### src/rtl/spi_acq_sequencer.sv
// Single-pixel-imaging acquisition sequencer.
// For each pattern: trigger the DMD, wait for it to settle, count photons
// over a gate window and write the count to memory. After the last pattern
// the stored counts are streamed to the host over a valid/ready handshake.
module spi_acq_sequencer #(
    parameter int unsigned ADDR_W      = 10,
    parameter int unsigned DATA_W      = 16,
    parameter int unsigned TRIG_CYCLES = 4
) (
    input  logic              clk_i,
    input  logic              rst_i,
    input  logic              start_i,
    input  logic              abort_i,
    input  logic [ADDR_W:0]   num_patterns_i,
    input  logic [15:0]       settle_cycles_i,
    input  logic [23:0]       integ_cycles_i,
    input  logic              photon_i,
    output logic              dmd_trig_o,
    output logic              gate_o,
    output logic              mem_we_o,
    output logic [ADDR_W-1:0] mem_waddr_o,
    output logic [DATA_W-1:0] mem_wdata_o,
    output logic [ADDR_W-1:0] mem_raddr_o,
    input  logic [DATA_W-1:0] mem_rdata_i,
    output logic              tx_valid_o,
    output logic [DATA_W-1:0] tx_data_o,
    input  logic              tx_ready_i,
    output logic              busy_o,
    output logic              done_o,
    output logic              sat_o
);

    typedef enum logic [3:0] {
        StIdle, StTrig, StSettle, StInteg, StStore, StRaddr, StRdata, StSend, StDone
    } state_e;

    localparam logic [ADDR_W:0]   NpatMax      = {1'b1, {ADDR_W{1'b0}}};
    localparam logic [DATA_W-1:0] CountMax     = '1;
    localparam logic [DATA_W-1:0] CountNearMax = {{(DATA_W-1){1'b1}}, 1'b0};
    localparam logic [23:0]       TrigLoad     = 24'(TRIG_CYCLES - 1);

    state_e              state_q;
    logic [ADDR_W:0]     npat_q;
    logic [15:0]         settle_q;
    logic [23:0]         integ_q;
    logic [ADDR_W-1:0]   idx_q;
    logic [23:0]         timer_q;
    logic [DATA_W-1:0]   count_q;
    logic [DATA_W-1:0]   tx_data_q;
    logic                trig_q, gate_q, we_q, tx_valid_q, done_q, sat_q;

    logic                last_idx, start_ok;
    logic [ADDR_W:0]     npat_m1;
    logic [23:0]         integ_load, settle_load;

    // Decode helpers from the latched run configuration.
    always_comb begin
        npat_m1     = npat_q - (ADDR_W + 1)'(1);
        last_idx    = ({1'b0, idx_q} == npat_m1);
        start_ok    = (num_patterns_i != '0) && (num_patterns_i <= NpatMax);
        // A zero-length gate still gets one counting cycle.
        integ_load  = (integ_q == 24'd0) ? 24'd0 : integ_q - 24'd1;
        settle_load = {8'd0, settle_q} - 24'd1;
    end

    // Sequencer FSM with all outputs registered.
    always_ff @(posedge clk_i) begin
        if (rst_i) begin
            state_q    <= StIdle;
            npat_q     <= '0;
            settle_q   <= '0;
            integ_q    <= '0;
            idx_q      <= '0;
            timer_q    <= '0;
            count_q    <= '0;
            tx_data_q  <= '0;
            trig_q     <= 1'b0;
            gate_q     <= 1'b0;
            we_q       <= 1'b0;
            tx_valid_q <= 1'b0;
            done_q     <= 1'b0;
            sat_q      <= 1'b0;
        end else if (abort_i) begin
            // sat and memory contents deliberately survive an abort.
            state_q    <= StIdle;
            trig_q     <= 1'b0;
            gate_q     <= 1'b0;
            we_q       <= 1'b0;
            tx_valid_q <= 1'b0;
            done_q     <= 1'b0;
        end else begin
            done_q <= 1'b0;
            we_q   <= 1'b0;
            unique case (state_q)
                StIdle: begin
                    if (start_i && start_ok) begin
                        npat_q   <= num_patterns_i;
                        settle_q <= settle_cycles_i;
                        integ_q  <= integ_cycles_i;
                        idx_q    <= '0;
                        sat_q    <= 1'b0;
                        timer_q  <= TrigLoad;
                        trig_q   <= 1'b1;
                        state_q  <= StTrig;
                    end
                end
                StTrig: begin
                    if (timer_q == 24'd0) begin
                        trig_q <= 1'b0;
                        if (settle_q != 16'd0) begin
                            timer_q <= settle_load;
                            state_q <= StSettle;
                        end else begin
                            timer_q <= integ_load;
                            count_q <= '0;
                            gate_q  <= 1'b1;
                            state_q <= StInteg;
                        end
                    end else begin
                        timer_q <= timer_q - 24'd1;
                    end
                end
                StSettle: begin
                    if (timer_q == 24'd0) begin
                        timer_q <= integ_load;
                        count_q <= '0;
                        gate_q  <= 1'b1;
                        state_q <= StInteg;
                    end else begin
                        timer_q <= timer_q - 24'd1;
                    end
                end
                StInteg: begin
                    if (photon_i && (count_q != CountMax)) begin
                        count_q <= count_q + DATA_W'(1);
                        if (count_q == CountNearMax) sat_q <= 1'b1;
                    end
                    if (timer_q == 24'd0) begin
                        gate_q  <= 1'b0;
                        we_q    <= 1'b1;
                        state_q <= StStore;
                    end else begin
                        timer_q <= timer_q - 24'd1;
                    end
                end
                StStore: begin
                    if (last_idx) begin
                        idx_q   <= '0;
                        state_q <= StRaddr;
                    end else begin
                        idx_q   <= idx_q + ADDR_W'(1);
                        timer_q <= TrigLoad;
                        trig_q  <= 1'b1;
                        state_q <= StTrig;
                    end
                end
                StRaddr: state_q <= StRdata;
                StRdata: begin
                    tx_data_q  <= mem_rdata_i;
                    tx_valid_q <= 1'b1;
                    state_q    <= StSend;
                end
                StSend: begin
                    if (tx_ready_i) begin
                        tx_valid_q <= 1'b0;
                        if (last_idx) begin
                            done_q  <= 1'b1;
                            state_q <= StDone;
                        end else begin
                            idx_q   <= idx_q + ADDR_W'(1);
                            state_q <= StRaddr;
                        end
                    end
                end
                StDone:  state_q <= StIdle;
                default: state_q <= StIdle;
            endcase
        end
    end

    // Write/read addresses and write data come straight from the index and count registers.
    assign dmd_trig_o  = trig_q;
    assign gate_o      = gate_q;
    assign mem_we_o    = we_q;
    assign mem_waddr_o = idx_q;
    assign mem_wdata_o = count_q;
    assign mem_raddr_o = idx_q;
    assign tx_valid_o  = tx_valid_q;
    assign tx_data_o   = tx_data_q;
    assign busy_o      = (state_q != StIdle);
    assign done_o      = done_q;
    assign sat_o       = sat_q;

endmodule

### config.mk
export PLATFORM = sky130hd
export DESIGN_NAME = spi_acq_sequencer
export DESIGN_NICKNAME = d
export VERILOG_FILES = /design/src/rtl/spi_acq_sequencer.sv
export SDC_FILE = /design/constraint.sdc
export NUM_CORES = 1
export LEC_CHECK = 0
export ABC_CLOCK_PERIOD_IN_PS = 3200
export BUFFER_PORTS_ARGS = -buffer_cell sky130_fd_sc_hd__buf_2
export CAP_MARGIN = 20
export CORE_MARGIN = 2
export CORE_UTILIZATION = 40
export CTS_CLUSTER_DIAMETER = 200
export CTS_CLUSTER_SIZE = 20
export DETAILED_ROUTE_END_ITERATION = 8
export GPL_ROUTABILITY_DRIVEN = 0
export PLACE_DENSITY = 0.62
export RECOVER_POWER = 25
export SLEW_MARGIN = 20
export SYNTH_ARGS = -nofsm -noshare
export SYNTH_HDL_FRONTEND = slang
export SYNTH_SLANG_ARGS = --single-unit
### constraint.sdc
create_clock -name clk_i -period 3.2 [get_ports clk_i]
set_clock_uncertainty 0.1 [all_clocks]
set_input_delay 0.96 -clock clk_i [delete_from_list [all_inputs] [get_ports clk_i]]
set_output_delay 0.96 -clock clk_i [all_outputs]
set_load 0.05 [all_outputs]
==> flow_summary_export.csv <==
group,metric,value,unit
status,status,"completed",
clocking,cts_root_buf,"clkbuf_16",
route,drt_iter0_drc,596,
route,num_vias,7525,
yosys,synth_cell_types,74,
timing,max_freq,0.321,GHz
timing,drv_slew,0,
worst_setup_path,critPathArrivalTime,3290,ps
final_layout,fillers,1786,
worst_setup_path,crit_buf_inv,2,
placed_design,dpl.hpwl,16200,um
worst_setup_path,worstSetupPathType,"flip-flop to flip-flop",
power,p_per_area,532,nW/um2
clocking,htree_levels,4,
final_layout,regArea,2540,um2
timing,worstMarginPinSlew,1110,ps
worst_setup_path,cp-start-kind,"flip-flop",
route,wl,22400,um
global_route,grt-ovfl-total,0,
floorplanning,die_w,138,um
yosys,yosys-top-cells-area,"dfxtp_1 (35%), nand2_1 (9.0%), a21oi_1 (6.7%), xnor2_1 (4.1%), nor2_1 (3.5%)",
route,vias_per_cell,5.63,
route,ant_nets,0,
yosys,yosysWarnings,0,
yosys,postSynthAreaPerCell,7.61,um2
clocking,clk_pin_slew,60,ps
worst_setup_path,worstPathRequired,3380,ps
floorplanning,pin_count,132,
route,dr.pass1.iters,6,
global_route,grt_max_degree,53,
power,total_power,4820,uW
clocking,cts_buffers,17,
clocking,clock-sinks,127,
worst_setup_path,cp_max_fo,5,
floorplanning,core-area,17800,um2
final_layout,area_delta_synth_final,25.4,%
timing,hold_slack,355,ps
power,vdd_drop_max,0.402,mV
final_layout,fin_area,9060,um2
worst_setup_path,slowest_stage,"or4b_4",
clocking,clk_path_buf_depth,2,
yosys,synth_seq_cells,127,
yosys,synth_top_area_share,35.2,%
worst_setup_path,crit_path_max_incr_delay,480,ps
final_layout,fin_nets,1175,
final_layout,drive_gt1_share,20.3,%
clocking,insertion_delay,420,ps
clocking,cts_tree,"built",
yosys,postSynthCellCount,949,
yosys,synth_edf_count,0,
power,p_leak,0.00355,uW
timing,grt_setup_unrepaired,"true",
route,wl_per_cell,16.8,um
floorplanning,rows,49,
floorplanning,die_y,138,um
floorplanning,start_util,40.5,%
timing,final.setup.worst_slack,87.8,ps
timing,period_needed,3110,ps
worst_setup_path,endpoint_kind,"flip-flop",
global_route,antenna_found_initial,0,
floorplanning,die-area,19100,um2
placed_design,pre_cts_slack,8.76,ps
placed_design,portBuffers,131,
yosys,synth_seq_area_share,35.2,%
timing,hold_viol,0,
yosys,yosys.area.top_type,"dfxtp_1",
timing,fin_crit_sh,97.3,%
global_route,grt_first_pass_wirelength,36100,um
placed_design,place_area,8340,um2
yosys,async_reset_ff_share,0,%
yosys,syn_nets,1030,
timing,setup-violations-final,0,
yosys,synth_flop_cell,"dfxtp_1",
timing,relSlewSlack,25.6,%
worst_setup_path,path_delay_family,"simple AND/OR/NAND/NOR gates",
global_route,grt_pass1_vias,7040,
global_route,track_usage,23.1,%
final_layout,multiInputGateArea,4400,um2
yosys,syn_area,7220,um2
route,route.detailed.drc,0,
worst_setup_path,path_cells,"inv_2, ha_4, or4b_4, or4_4, or3_1, o211a_4, buf_4, or3_4, a211oi_2, a2111oi_0",
flow_run,cap_violations,0,
final_layout,diodes,0,
hold_path,min_path_type,"flip-flop to flip-flop",
==> state kept, by name, indices dropped and copies added (netlist names), 4 cells and up <==
signal       count
integ_q         24
mem_raddr_o     10
mem_wdata_o     16
state_q          4
npat_q          11
settle_q        16
timer_q         24
tx_data_o       16
==> where the power goes <==
part / total [uW] / internal (uW) / switching [uW] / leakage, uW
registers: 1680 / 1620 / 52.3 / 0.00103
logic: 979 / 405 / 574 / 0.00220
clock network: 2170 / 1440 / 728 / 0.000319
==> timing repair <==
action	in CTS	in global routing
setup buffers	0	2
hold buffers	0	0
gates cloned	1	1
endpoints found under the setup margin	2	30
pin swaps	1	6
gates resized for setup	0	17
==> worst reg2reg max path, stage by stage (launching register included) <==
cell       delay, ps
dfxtp_2          320
inv_2             60
ha_4             120
or4b_4           480
or4_4            430
or3_1            340
o211a_4          240
buf_4            160
or3_4            420
a211oi_2         210
a2111oi_0         90
==> Yosys cell counts (all sizes together) (8+ instances only) <==
cell and count:
inv 22, a21oi 97, nor3 26, o21ai 27, or4 19, nand4 15
nor2 68, ha 8, buf 14, xor2 25, clkbuf 49, nor4 26
o31ai 15, nand3 32, xnor2 34, o221ai 9, nand2 175, or3 24
dfxtp 127
==> kinds of logic (layout without fill, tap and decap cells) <==
kind of cell    count (synthesis)  in the layout  synth area share (%)
compound gates                231            232                  21.1
xor+xnor                       59             59                  7.15
fa+ha+maj                       8              8                  1.39
buf+inv                        85            242                  5.06
flops                         127            127                  35.2
simple gates                  439            439                  30.1
==> placed cells by master (no fill, tap or decap), types with 9 or more instances in the layout <==
| cell | netlist | routed |
|---|---|---|
| a21oi_1 | 96 | 95 |
| nor3_1 | 26 | 26 |
| buf_4 | 10 | 51 |
| inv_1 | 22 | 20 |
| nand2_1 | 174 | 174 |
| nor2_1 | 68 | 68 |
| or3_1 | 24 | 23 |
| or4_1 | 17 | 16 |
| xor2_1 | 25 | 25 |
| dfxtp_1 | 127 | 125 |
| o31ai_1 | 14 | 13 |
| xnor2_1 | 34 | 34 |
| clkbuf_1 | 49 | 30 |
| buf_2 | 1 | 102 |
| o21ai_0 | 27 | 27 |
| clkbuf_16 | 0 | 17 |
| nor4_1 | 25 | 24 |
| o221ai_1 | 9 | 9 |
| nand3_1 | 32 | 32 |
| nand4_1 | 15 | 15 |
==> path summary, 6_finish.rpt <==
kind / startpoint / to / slack, ps / cells after the start
hold / removal: tx_data_o[7] / tx_data_o[7] / 350 / 2
setup reg to reg: npat_q[1] / state_q[0] / 90 / 10
setup / recovery: npat_q[1] / state_q[0] / 90 / 10
hold reg to reg: tx_data_o[7] / tx_data_o[7] / 350 / 2
==> cell type report <==
cell class / count / area share (%)
timing repair buffer: 188 / 12.0
inverter: 22 / 0.912
clock inverter: 11 / 2.04
multi-input combinational: 738 / 48.6
clock buffer: 21 / 5.19
tap: 229 / 3.16
sequential: 127 / 28.1
==> stage by stage <==
stage	setup TNS, ps	cells	utilization [%]
after floorplan	0	949	-
after global placement	0	1300	46.8
after detailed placement	0	1300	46.8
after CTS	0	1333	50.5
after global routing	-15.2	1336	50.8
final	0	1336	50.8
==> per-layer routing <==
layer	share of wire [%]	routed length [um]	vias to the layer above	GRT usage, %
li1	-	-	3731	-
met1	45	10100	3531	28.8
met2	47	10600	213	37.7
met3	4.4	977	50	5.13
met4	3.6	797	0	11.4
met5	0	0	-	0
Note: power is estimated with default switching activity, not from simulation.
